$ cat config.mk
export PLATFORM = sky130hd
export DESIGN_NAME = rf_dump_reader
export DESIGN_NICKNAME = d
export VERILOG_FILES = /design/src/rtl/rf_dump_reader.sv
export SDC_FILE = /design/constraint.sdc
export NUM_CORES = 1
export LEC_CHECK = 0
export CAP_MARGIN = 30
export CORE_ASPECT_RATIO = 1.75
export CORE_MARGIN = 2
export CORE_UTILIZATION = 51
export CTS_BUF_LIST = sky130_fd_sc_hd__clkbuf_8
export DETAILED_ROUTE_END_ITERATION = 8
export GPL_TIMING_DRIVEN = 0
export MAX_ROUTING_LAYER = met4
export PLACE_DENSITY = 0.88
export SYNTH_ARGS = -nofsm -noshare
export SYNTH_HDL_FRONTEND = slang
export SYNTH_SLANG_ARGS = --single-unit
$ cat constraint.sdc
create_clock -name clk -period 3 [get_ports clk]
set_input_delay 0.6 -clock clk [delete_from_list [all_inputs] [get_ports clk]]
set_output_delay 0.6 -clock clk [all_outputs]
set_load 0.02 [all_outputs]
$ cat src/rtl/rf_dump_reader.sv
// Register-file readback engine: walks an inclusive (possibly wrapping) address range and
// streams each word with its index over valid/ready, keeping a running sum checksum.
module rf_dump_reader #(
  parameter int unsigned ADDR_W  = 5,
  parameter int unsigned DATA_W  = 32,
  parameter int unsigned ZERO_X0 = 1
) (
  input  logic              clk,
  input  logic              rst,
  input  logic              start,
  input  logic [ADDR_W-1:0] start_addr,
  input  logic [ADDR_W-1:0] end_addr,
  output logic [ADDR_W-1:0] rf_addr,
  input  logic [DATA_W-1:0] rf_data,
  output logic              out_valid,
  input  logic              out_ready,
  output logic [DATA_W-1:0] out_data,
  output logic [ADDR_W-1:0] out_idx,
  output logic              busy,
  output logic              done,
  output logic [DATA_W-1:0] checksum
);

  typedef enum logic [1:0] {StIdle, StRead, StSend, StDone} state_e;

  state_e            state;
  logic [ADDR_W-1:0] end_q;
  logic              force_zero;

  // rf_addr doubles as the current walk address; it only moves after a handshake.
  assign force_zero = (ZERO_X0 != 0) && (rf_addr == '0);

  always_ff @(posedge clk or posedge rst) begin
    if (rst) begin
      state     <= StIdle;
      end_q     <= '0;
      rf_addr   <= '0;
      out_valid <= 1'b0;
      out_data  <= '0;
      out_idx   <= '0;
      busy      <= 1'b0;
      done      <= 1'b0;
      checksum  <= '0;
    end else begin
      done <= 1'b0;
      unique case (state)
        StIdle: begin
          if (start) begin
            end_q    <= end_addr;
            rf_addr  <= start_addr;
            checksum <= '0;
            busy     <= 1'b1;
            state    <= StRead;
          end
        end
        StRead: begin
          out_data  <= force_zero ? '0 : rf_data;
          out_idx   <= rf_addr;
          out_valid <= 1'b1;
          state     <= StSend;
        end
        StSend: begin
          if (out_valid && out_ready) begin
            checksum  <= checksum + out_data;
            out_valid <= 1'b0;
            if (rf_addr == end_q) begin
              busy  <= 1'b0;
              done  <= 1'b1;
              state <= StDone;
            end else begin
              rf_addr <= rf_addr + 1'b1;
              state   <= StRead;
            end
          end
        end
        StDone: begin
          state <= StIdle;
        end
        default: state <= StIdle;
      endcase
    end
  end

endmodule
# Word-level counts from Yosys, hierarchy flattened
# Index checks and enable logic that the tools add are counted.
dict set report word_totals {
  out_inout_bits 77
  input_bits 46
  mem_bits_rw 0
  romBits 0
  memories 0
  register_bits 84
  latchBits 0
}
dict set report classes {
  n_reduce_logical 11
  n_shift 0
  n_mux 21
  add_sub_neg 2
  magnitude_cmp 0
  div_mod_pow 0
  bitwise 0
  n_eq_ne 8
  mul 0
}
# operator n
set op_table {}
lappend op_table {{$mux W32} 3}
lappend op_table {{$pmux W32 S2} 1}
lappend op_table {{$add A32 B32 Y32} 1}
lappend op_table {{$mux W5} 3}
lappend op_table {{$pmux W5 S2} 1}
lappend op_table {{$ne A2 B2 Y1 const B} 4}
lappend op_table {{$pmux W2 S4} 1}
lappend op_table {{$reduce_and A4 Y1} 2}
lappend op_table {{$mux W1} 7}
lappend op_table {{$mux W2} 3}
lappend op_table {{$reduce_and A2 Y1} 3}
lappend op_table {{$add A5 B1 Y5 const B} 1}
lappend op_table {{$eq A5 B5 Y1} 1}
lappend op_table {{$logic_not A5 Y1} 1}
lappend op_table {{$eq A2 B2 Y1 const B} 2}
lappend op_table {{$pmux W1 S2} 2}
lappend op_table {{$reduce_bool A2 Y1} 2}
lappend op_table {{$reduce_and A3 Y1} 1}
lappend op_table {{$eq A2 B1 Y1 const B} 1}
lappend op_table {{$logic_not A2 Y1} 1}
lappend op_table {{$logic_and A1 B1 Y1} 1}

# Longest topological paths before layout
# Gate-level depths: netlist of the first run.
dict set report depth {
  ltp_word 4
  depth_mapped 12
  ltp_nobuf 12
}

# Worst setup path before layout of the first run
# Ideal clock, no wire load.
dict set report synth_path {
  path_kind {register -> register}
  from {register checksum[0]}
  to {register checksum[30]}
  slack_ns 0.419
  period_less_slack_ns 2.581
  t_arrival_ns 2.459
  n_path_buf 0
  setup_ns 0.122
  path_stages_with_launch 13
  required_time_ns 2.878
  path_cell_list {dfrtp_1 ha_1 inv_1 fa_1 nor2b_1 o21ai_1 a21boi_1 o211ai_1 a21oi_1 o31ai_1 a211oi_1 mux2i_1 nand2_1}
}
dict set report synth_between {
  elab_chain_cells 3
}
# element line
set synth_rtl {}
lappend synth_rtl {{from (decl)} 21} ;# output logic [DATA_W-1:0] checksum
lappend synth_rtl {{from (signal assigned)} 64} ;# checksum <= checksum + out_data;
lappend synth_rtl {{$add A32 B32 Y32} 64}
lappend synth_rtl {{$mux W32} 63} ;# if (out_valid && out_ready) begin
lappend synth_rtl {{$pmux W32 S2} 46} ;# unique case (state)
# Every way passes these cells. The select of a mux whose other input is x is not followed.
# A chain may end at the register's enable or synchronous reset.

# Worst setup path after layout of the first run
dict set report layout_path {
  from {register out_data[0]}
  to {register checksum[30]}
}
dict set report layout_between {
  elab_chain_cells 3
}
# element line
set layout_rtl {}
lappend layout_rtl {{from (decl)} 17} ;# output logic [DATA_W-1:0] out_data,
lappend layout_rtl {{from (signal assigned)} 57} ;# out_data <= force_zero ? '0 : rf_data;
lappend layout_rtl {{$add A32 B32 Y32} 64}
lappend layout_rtl {{$mux W32} 63}
lappend layout_rtl {{$pmux W32 S2} 46}
# Every way passes these cells. The select of a mux whose other input is x is not followed.

==> metrics.md, run 1 <==
| Metric | Value |
|---|---|
| Final worst slack | 156 ps |
| Rows | 46 |
| Synthesized area | 4790 sq um |
| Final Max Slew Viols | 0 |
| Worst Reg-to-Reg Cells | 12 |
| CP bufs+invs | 1 |
| Hold_buf cts | 0 |
| Power Density | 339 nW/um^2 |
| Initial antenna violation count | 0 |
| Routability-driven placement congestion ratio | 0.900 |
| Async set or reset register ratio after synthesis | 100% |
| DR WL/cell | 18.1 microns |
| Max cap viols | 0 |
| CP max stage delay | 410 ps |
| CTS sink count | 84 |
| Clock Pin Slew Worst Setup and Hold Paths | 90 ps |
| Mean Syn Cell Area | 9.54 sq um |
| Final Skew | 10.2 ps |
| Slew headroom | 57.2% |
| CP Cell Sequence | ha_1 -> inv_1 -> fa_1 -> nor2b_1 -> o21ai_1 -> a21boi_2 -> o211ai_1 -> a21oi_1 -> o31ai_1 -> a211oi_2 -> mux2i_1 -> nand2_1 |
| Lkg Pwr | 0.00300 uW |
| Vias | 4423 |
| Core area | 9090 sq um |
| Min Hold Slack | 499 ps |
| Setup slack at placement | -30.3 ps |
| Top post-synthesis cells by area | dfrtp_1, ha_1, a22o_1, nand2_1, o21ai_0 |
| Die X | 77.2 microns |
| DRT antenna net count | 0 |
| Sw power | 497 uW |
| Final hold vios | 0 |
| Yosys warning total | 0 |
| CP arrival | 3120 ps |
| Final Cycle Share | 94.8% |
| DR pass1 iterations | 5 |
| GRT Residual Overflow | 0 |
| H-tree levels | 3 |
| Fill cells | 750 |
| Cell taking the most area after synthesis | dfrtp_1 |
| Num CTS Buffers | 9 |
| CP max-delay cell | fa_1 |
| Run status | finished, final reports clean |
| CTS tree | built |
| CP Max Fanout | 4 |
| DRC Markers | 0 |
| Critical path class | reg -> reg |
| Nets | 716 |
| Routed wire length | 13700 microns |
| Switching Fraction | 22.8% |
| Clk_lat worst skew | 380 ps |
| Layout cells sized above 1 | 5.93% |
| DP HPWL | 10400 microns |
| RSZ-0062 raised after global routing | no |
| CP Data Required Time | 3270 ps |
| FMAX | 352 MHz |
| Cell family with most CP delay | compound AO/OA/AOI/OAI gates |
| Port Buf Inserts | 122 |
| Critical Path End Type | flop |
| Overall power | 2180 uW |
| Total global-route track usage | 28.0% |
| Worst-case clock buffer depth | 2 |
| Die Height | 132 microns |
| Synth Instances | 502 |
| Worst Tran Pin Value | 640 ps |
| Final setup fails | 0 |
| Area fraction of the dominant cell type after synthesis | 43.9% |
| Post-cts repair resize count | 1 |
| Register share of total power | 51.8% |
| Vias in the first global route | 4507 |
| First-pass GRT wire length | 22000 microns |
| Layout overhead on the synthesized area | 34.3% |
| Clock network fraction of total power | 44.2% |
| Die ar. | 10200 sq um |
| Root Driver | clkbuf_8 |
| Power Internal | 1690 uW |
| Post-synthesis sequential area ratio | 43.9% |
| Fin crit period | 2840 ps |
| Critical Path Stages | 12 |
| Ant. Diodes | 0 |
| Vias per cell | 5.81 |
| Post-synth EDFFs | 0 |
| Starting density of the core | 52.6% |
| Detailed Route Iter0 Violations | 259 |
| Top FF cell, synth | dfrtp_1 |
| HP Class | reg -> reg |
| Syn nets | 582 |
| I/O pin count | 123 |
| Hold Path Depth | 1 |
| Setup Fix Bufs, Post-CTS | 0 |
| Synth cell types | 54 |
| Peak VDD IR | 311 uV |
| Gate power share | 4.0% |
| Yosys reg bits | 84 |
| Largest net degree at the start of global routing | 55 |
| Startpoint types | flop |
-- synth_stat cells (2+ instances only) --
master    number
o21bai_1       3
clkbuf_1      21
nand2b_1       4
a31oi_1        7
a21oi_1       35
a21o_1        13
nor2_1        24
and3_4         2
o22ai_1        2
dfrtp_1       84
ha_1          33
o21ai_1        4
xnor2_1       17
o211ai_1       3
mux2_2         3
nand2_1       78
nor3_1         8
nand4_1        6
o31ai_1        3
a21boi_1       2
xor2_1        14
mux2i_1        3
a211oi_1       3
inv_1         15
o21a_1         3
nand3_1        5
a22o_1        35
a32o_1         2
nor2b_1        3
o21ai_0       43
-- worst paths after layout --
check / to / slack [ps] / startpoint
worst max-delay path: checksum[30]$_DFFE_PP0P_ / 160 / out_data[0]$_DFFE_PP0P_
worst min-delay path: checksum[31]$_DFFE_PP0P_ / 500 / checksum[31]$_DFFE_PP0P_
worst max register to register: checksum[30]$_DFFE_PP0P_ / 160 / out_data[0]$_DFFE_PP0P_
worst min register to register: checksum[31]$_DFFE_PP0P_ / 500 / checksum[31]$_DFFE_PP0P_
max in group asynchronous: out_data[17]$_DFFE_PP0P_ / 1840 / rst
min in group asynchronous: out_data[29]$_DFFE_PP0P_ / 560 / rst
-- state kept, by name, summed over array words and instances (netlist names) --
register / count
checksum: 32
out_idx: 5
rf_addr: 5
state: 2
out_valid: 1
end_q: 5
done: 1
out_data: 32
busy: 1
-- kinds of logic (layout without fill, tap and decap cells) --
family / after synthesis / in the layout / synth area share (%)
multiplexers: 6 / 6 / 1.33
AND/OR/NAND/NOR: 138 / 138 / 12.8
flip-flops: 84 / 84 / 43.9
AO/OA/AOI/OAI: 170 / 170 / 24.2
adder cells (fa/ha/maj): 34 / 34 / 9.04
XOR/XNOR: 31 / 31 / 5.67
buffers and inverters: 39 / 178 / 3.11
-- stage by stage --
stage	cells	TNS (ps)	instance area [sq um]	util, %
finish	761	0	6430	70.7
floorplan	502	0	4790	-
global route	761	0	6430	70.7
detailed placement	745	-30.3	6190	68.1
global placement	744	-85620	6160	67.7
CTS	761	0	6430	70.7
-- area by class of cell --
cell class                      instances  area [sq um]  area share (%)
Buffer                                 23          88.8            1.38
Clock buffer                           10           138            2.14
Clock inverter                          6          96.3            1.50
Inverter                               16          62.6           0.973
Multi-Input combinational cell        379          2540            39.6
Sequential cell                        84          2100            32.7
Tap cell                              120           150            2.33
Timing Repair Buffer                  123          1250            19.4
-- power by group through the flow --
stage | logic, uW | registers (uW) | clock network [uW]
6_report | 87.4 | 1130 | 965
5_1_grt | 97.1 | 1130 | 1000
2_1_floorplan | 17.0 | 1150 | 0
4_1_cts | 89.4 | 1130 | 964
3_3_place_gp | 81.8 | 1150 | 0
3_5_place_dp | 89.0 | 1150 | 0
-- cells in the final DEF, fill, tap and decap left out, types with 2 or more instances in the layout --
| cell | netlist | final |
|---|---|---|
| o21ai_0 | 43 | 43 |
| o22ai_1 | 2 | 2 |
| mux2_2 | 3 | 3 |
| a21o_1 | 13 | 13 |
| dfrtp_1 | 84 | 84 |
| a21oi_1 | 35 | 35 |
| clkinv_4 | 0 | 2 |
| mux2i_1 | 3 | 3 |
| ha_1 | 33 | 33 |
| a211oi_1 | 3 | 2 |
| o211ai_1 | 3 | 3 |
| nand2b_1 | 4 | 4 |
| clkbuf_8 | 0 | 10 |
| and3_4 | 2 | 2 |
| nand2_1 | 78 | 78 |
| xor2_1 | 14 | 14 |
| a22o_1 | 35 | 35 |
| bufinv_16 | 0 | 2 |
| nor3_1 | 8 | 8 |
| nor2_1 | 24 | 24 |
| a31oi_1 | 7 | 7 |
| nor2b_1 | 3 | 3 |
| nand4_1 | 6 | 6 |
| clkbuf_1 | 21 | 21 |
| o21a_1 | 3 | 3 |
| nand3_1 | 5 | 5 |
| o31ai_1 | 3 | 3 |
| clkdlybuf4s50_1 | 0 | 122 |
| xnor2_1 | 17 | 17 |
| a32o_1 | 2 | 2 |
| o21bai_1 | 3 | 3 |
| a211oi_2 | 1 | 2 |
| o21ai_1 | 4 | 4 |
| inv_1 | 15 | 14 |
-- per-layer routing --
metal | vias to the layer above | global-route usage, % | wire [microns]
met2 | 141 | 50.3 | 7660
met4 | 0 | 14.4 | 445
met5 | - | - | 0
met1 | 2166 | 30.2 | 5200
li1 | 2083 | - | -
met3 | 33 | 2.60 | 439
(Power assumes the default switching activity.)
==> run 2: changes to the inputs <==
--- a/config.mk
+++ b/config.mk
@@ -8,12 +8,13 @@
 export CAP_MARGIN = 30
 export CORE_ASPECT_RATIO = 1.75
 export CORE_MARGIN = 2
-export CORE_UTILIZATION = 51
+export CORE_UTILIZATION = 43
 export CTS_BUF_LIST = sky130_fd_sc_hd__clkbuf_8
 export DETAILED_ROUTE_END_ITERATION = 8
+export DONT_BUFFER_PORTS = 1
 export GPL_TIMING_DRIVEN = 0
 export MAX_ROUTING_LAYER = met4
-export PLACE_DENSITY = 0.88
+export PLACE_DENSITY = 0.63
 export SYNTH_ARGS = -nofsm -noshare
 export SYNTH_HDL_FRONTEND = slang
 export SYNTH_SLANG_ARGS = --single-unit
==> run 2 against run 1 <==
  * Die area is 18% higher
  * Clock skew up 3.4 ps
  * Power is 7.4% lower
  * Via count decreased by 13%
  * Combinational power down 69%
  * Worst setup slack gained 47 ps
  * Sequential cell count did not move
  * Critical endpoint unchanged
  * Largest cell class unchanged
  * Largest power group unchanged
  * Highest routed layer unchanged
==> metrics.md, run 2 (synthesized netlist as in run 1, its figures left out) <==
| Metric | Value |
|---|---|
| First-pass GRT wire length | 20100 microns |
| Power Density | 387 nW/um^2 |
| Overall power | 2020 uW |
| Rows | 51 |
| Gr busiest metal | met2 |
| DP Area | 4980 sq um |
| Largest net degree at the start of global routing | 63 |
| Most common cell after layout, fill and taps aside | dfrtp_1 |
| Vias | 3847 |
| H-tree levels | 3 |
| Final std cell area, no fill | 5220 sq um |
| Commonest cells after routing, fill and taps aside | dfrtp_1, nand2_1, o21ai_0 |
| Cell family with most CP delay | compound AO/OA/AOI/OAI gates |
| Clock network fraction of total power | 42.7% |
| Met1 Usage GRT | 23.3% |
| Finished Layout Cells | 653 |
| Routability-driven placement congestion ratio | 0.847 |
| Final setup fails | 0 |
| Sw power | 490 uW |
| DP HPWL | 9500 microns |
| RSZ-0062 raised after global routing | yes |
| Max cap viols | 0 |
| Final Skew | 13.5 ps |
| Ant. Diodes | 0 |
| Starting density of the core | 43.6% |
| GR met3 Demand/Resource | 6.61% |
| CP max-delay cell | dfrtp_2 |
| Die ar. | 12000 sq um |
| Register share of total power | 55.9% |
| Switching Fraction | 24.2% |
| Worst Tran Pin Value | 643 ps |
| Peak VDD IR | 276 uV |
| Final hold vios | 0 |
| Layout overhead on the synthesized area | 9.12% |
| DR pass1 iterations | 4 |
| Hold_buf cts | 0 |
| Clock Pin Slew Worst Setup and Hold Paths | 100 ps |
| I/O pin count | 123 |
| Vias in the first global route | 3945 |
| Port Buf Inserts | 0 |
| Routed wire length | 12500 microns |
| DRC Markers | 0 |
| Final Max Slew Viols | 0 |
| FMAX | 358 MHz |
| Critical path class | reg -> reg |
| Fill cells | 1080 |
| GRT Residual Overflow | 0 |
| CP Cell Sequence | ha_1 -> inv_1 -> fa_1 -> nor2b_1 -> o21ai_1 -> a21boi_2 -> o211ai_1 -> a21oi_2 -> o31ai_1 -> a211oi_2 -> mux2i_1 -> nand2_1 |
| Final Cycle Share | 93.2% |
| Flop-to-flop setup slack | 200 ps |
| Power Internal | 1530 uW |
| Largest regs | checksum x32, out_data x32 |
| Nets | 596 |
| Startpoint types | flop |
| Layout cells sized above 1 | 8.45% |
| Initial antenna violation count | 0 |
| DR WL/cell | 19.2 microns |
| Vias per cell | 5.89 |
| Worst-case clock buffer depth | 2 |
| Num CTS Buffers | 9 |
| Run status | finished, final reports clean |
| Gate power share | 1.3% |
| CP Data Required Time | 3260 ps |
| Clk_lat worst skew | 380 ps |
| Slew headroom | 57.2% |
| Cell total after placement | 635 |
| CTS sink count | 84 |
| Total global-route track usage | 21.9% |
| CP bufs+invs | 1 |
| Root Driver | clkbuf_8 |
| Setup TNS Final | 0 ps |
| Die X | 83.8 microns |
| Detailed Route Iter0 Violations | 234 |
| Lkg Pwr | 0.00255 uW |
| Core area | 11000 sq um |
| Fin crit period | 2800 ps |
| Critical Path End Type | flop |
| DRT antenna net count | 0 |
| CP Max Fanout | 4 |
| Die Height | 144 microns |
| Post-layout util | 47.6% |
| CP max stage delay | 450 ps |
| CTS tree | built |
| CP arrival | 3060 ps |
| HP Class | in -> async |
| GR Util met2 | 38.4% |
[run 2: area by class of cell]
class	count	area, sq um	area share (%)
repair buffers	3	42.5	0.814
clock inverters	7	83.8	1.60
clock buffers	9	124	2.37
plain buffers	23	88.8	1.70
inverters	16	62.6	1.20
flip-flops and latches	84	2100	40.3
well taps	132	165	3.16
multi-input cells	379	2550	48.9
[run 2: timing repair]
action | CTS | global route
buffers inserted | 0 | 2
pin swaps | 0 | 3
endpoints found under the hold margin | 0 | 0
resized for setup | 4 | 2
endpoints found under the setup margin | 3 | 7
[run 2: power groups by stage]
stage | Combinational (uW) | Sequential [uW] | Clock [uW]
after floorplan | 17.0 | 1150 | 0
after global placement | 23.9 | 1150 | 0
after detailed placement | 29.4 | 1150 | 0
after CTS | 29.2 | 1130 | 880
after global routing | 32.5 | 1130 | 922
final | 27.2 | 1130 | 864
[run 2: path summary, 6_finish.rpt]
check	start	to	depth (start not counted)
min	rst	out_data[4]$_DFFE_PP0P_	1
max	checksum[0]$_DFFE_PP0P_	checksum[30]$_DFFE_PP0P_	12
max in group asynchronous	rst	checksum[11]$_DFFE_PP0P_	2
max reg2reg	checksum[0]$_DFFE_PP0P_	checksum[30]$_DFFE_PP0P_	12
min in group clk	end_addr[0]	end_q[0]$_DFFE_PP0P_	2
min reg2reg	end_q[3]$_DFFE_PP0P_	end_q[3]$_DFFE_PP0P_	2
[run 2: per-stage QoR]
stage,hold slack (ps),worst slack (ps)
2_1_floorplan,466,235
3_5_place_dp,465,-225
3_3_place_gp,484,-789
6_report,51.2,204
4_1_cts,48.7,36.5
5_1_grt,55.8,-27.1
[run 2: worst reg2reg max path: cells and delay by family, from the launching register on]
family	cells	cell delay (ps)
adders and majority gates	2	630
AOI/OAI and AO/OA	6	1090
muxes	1	230
buffers and inverters	1	70
DFF	1	450
and+or+nand+nor	2	200
[run 2: routing by layer]
| metal | up-vias | wire, microns |
|---|---|---|
| met5 | - | 0 |
| met4 | 0 | 255 |
| met3 | 21 | 757 |
| met2 | 119 | 6750 |
| met1 | 1869 | 4770 |
| li1 | 1838 | - |
==> run 3: changes to the inputs <==
--- a/config.mk
+++ b/config.mk
@@ -5,7 +5,7 @@
 export SDC_FILE = /design/constraint.sdc
 export NUM_CORES = 1
 export LEC_CHECK = 0
-export CAP_MARGIN = 30
+export CAP_MARGIN = 20
 export CORE_ASPECT_RATIO = 1.75
 export CORE_MARGIN = 2
 export CORE_UTILIZATION = 43
==> run 3 against run 2 <==
  * Fmax unchanged
  * Die area unchanged
  * Sequential share of layout area unchanged
  * Count of clock-buffer cells in the layout unchanged
  * Critical endpoint unchanged
  * Largest cell class unchanged
  * Largest power group unchanged
  * Highest routed layer unchanged
==> metrics.md, run 3 (synthesized netlist as in run 1, its figures left out) <==
| Metric | Value |
|---|---|
| Final setup fails | 0 |
| Max cap viols | 0 |
| Layout cells sized above 1 | 8.45% |
| CTS tree | built |
| DR WL/cell | 19.2 microns |
| Routed wire length | 12500 microns |
| CP max-delay cell | dfrtp_2 |
| Final hold vios | 0 |
| Rows | 51 |
| DR pass1 iterations | 4 |
| Lkg Pwr | 0.00255 uW |
| Cell family with most CP delay | compound AO/OA/AOI/OAI gates |
| Critical path class | reg -> reg |
| Final Skew | 13.5 ps |
| Final worst slack | 204 ps |
| Die ar. | 12000 sq um |
| CP Data Required Time | 3260 ps |
| CTS sink count | 84 |
| Power Internal | 1530 uW |
| Nets | 596 |
| H-tree levels | 3 |
| First-pass GRT wire length | 20100 microns |
| DRC Markers | 0 |
| Detailed Route Iter0 Violations | 234 |
| Worst Tran Pin Value | 643 ps |
| Most common cell after layout, fill and taps aside | dfrtp_1 |
| Clk_lat worst skew | 380 ps |
| Port Buf Inserts | 0 |
| CP Max Fanout | 4 |
| Ant. Diodes | 0 |
| Power Density | 387 nW/um^2 |
| Fill cells | 1080 |
| Switching Fraction | 24.2% |
| CP bufs+invs | 1 |
| DP Area | 4980 sq um |
| Num CTS Buffers | 9 |
| Run status | finished, final reports clean |
| HP Class | in -> async |
| Final Cycle Share | 93.2% |
| Overall power | 2020 uW |
| Setup slack at placement | -225 ps |
| Worst-case clock buffer depth | 2 |
| Clock Pin Slew Worst Setup and Hold Paths | 100 ps |
| Min Hold Slack | 51.2 ps |
| FMAX | 358 MHz |
| Vias in the first global route | 3945 |
| Root Driver | clkbuf_8 |
| RSZ-0062 raised after global routing | yes |
| Sw power | 490 uW |
| Register share of total power | 55.9% |
| Total global-route track usage | 21.9% |
| Final std cell area, no fill | 5220 sq um |
| Fin crit period | 2800 ps |
| Slew headroom | 57.2% |
| DP HPWL | 9500 microns |
| Routability-driven placement congestion ratio | 0.847 |
| DRT antenna net count | 0 |
| Vias | 3847 |
| CP Cell Sequence | ha_1 -> inv_1 -> fa_1 -> nor2b_1 -> o21ai_1 -> a21boi_2 -> o211ai_1 -> a21oi_2 -> o31ai_1 -> a211oi_2 -> mux2i_1 -> nand2_1 |
| CP max stage delay | 450 ps |
| Hold_buf cts | 0 |
| GRT Residual Overflow | 0 |
| Core area | 11000 sq um |
| Largest net degree at the start of global routing | 63 |
| Critical Path End Type | flop |
| CP arrival | 3060 ps |
| Peak VDD IR | 276 uV |
| Die X | 83.8 microns |
| Initial antenna violation count | 0 |
| Startpoint types | flop |
| Starting density of the core | 43.6% |
| Gate power share | 1.3% |
| Die Height | 144 microns |
| Final Max Slew Viols | 0 |
| I/O pin count | 123 |
| Layout overhead on the synthesized area | 9.12% |
| Largest regs | checksum x32, out_data x32 |
| Vias per cell | 5.89 |
| Commonest cells after routing, fill and taps aside | dfrtp_1, nand2_1, o21ai_0 |
| Clock network fraction of total power | 42.7% |
## run 3: cell counts in the layout (fill, tap and decap cells not counted)
No cell type changed its count.
## run 3: metrics by stage
stage / std cells / utilization [%] / TNS [ps]
3_3_place_gp: 634 / 45.1 / -65660
3_5_place_dp: 635 / 45.4 / -225
4_1_cts: 651 / 47.4 / 0
2_1_floorplan: 502 / - / 0
5_1_grt: 653 / 47.6 / -62.4
6_report: 653 / 47.6 / 0
## run 3: per-layer routing
metal / part of all wire [%] / global-route usage [%]
met5: 0 / -
met4: 2.0 / 7.89
met1: 38 / 23.3
met3: 6.0 / 6.61
met2: 54 / 38.4
## run 3: power by group through the flow
stage	combinational (uW)	sequential [uW]	clock [uW]
after global placement	23.9	1150	0
after floorplan	17.0	1150	0
after detailed placement	29.4	1150	0
after CTS	29.2	1130	880
after global routing	32.5	1130	922
final	27.2	1130	864
## run 3: layout make-up
| cell class | count | area [sq um] | share of cell area, % |
|---|---|---|---|
| Buffer | 23 | 88.8 | 1.70 |
| Clock buffer | 9 | 124 | 2.37 |
| Clock inverter | 7 | 83.8 | 1.60 |
| Inverter | 16 | 62.6 | 1.20 |
| Multi-Input combinational cell | 379 | 2550 | 48.9 |
| Sequential cell | 84 | 2100 | 40.3 |
| Tap cell | 132 | 165 | 3.16 |
| Timing Repair Buffer | 3 | 42.5 | 0.814 |
## run 3: final timing paths
path | startpoint | to | slack [ps] | depth (start not counted)
setup / recovery | checksum[0]$_DFFE_PP0P_ | checksum[30]$_DFFE_PP0P_ | 200 | 12
hold reg to reg | end_q[3]$_DFFE_PP0P_ | end_q[3]$_DFFE_PP0P_ | 510 | 2
min in group clk | end_addr[0] | end_q[0]$_DFFE_PP0P_ | 320 | 2
max in group asynchronous | rst | checksum[11]$_DFFE_PP0P_ | 2320 | 2
setup reg to reg | checksum[0]$_DFFE_PP0P_ | checksum[30]$_DFFE_PP0P_ | 200 | 12
hold / removal | rst | out_data[4]$_DFFE_PP0P_ | 50 | 1
## run 3: what timing repair did
| item | 4_1_cts | 5_1_grt |
|---|---|---|
| gates resized for setup | 4 | 2 |
| gates cloned | 0 | 0 |
| setup endpoints to repair | 3 | 7 |
| pin swaps | 0 | 3 |
| buffers inserted | 0 | 2 |
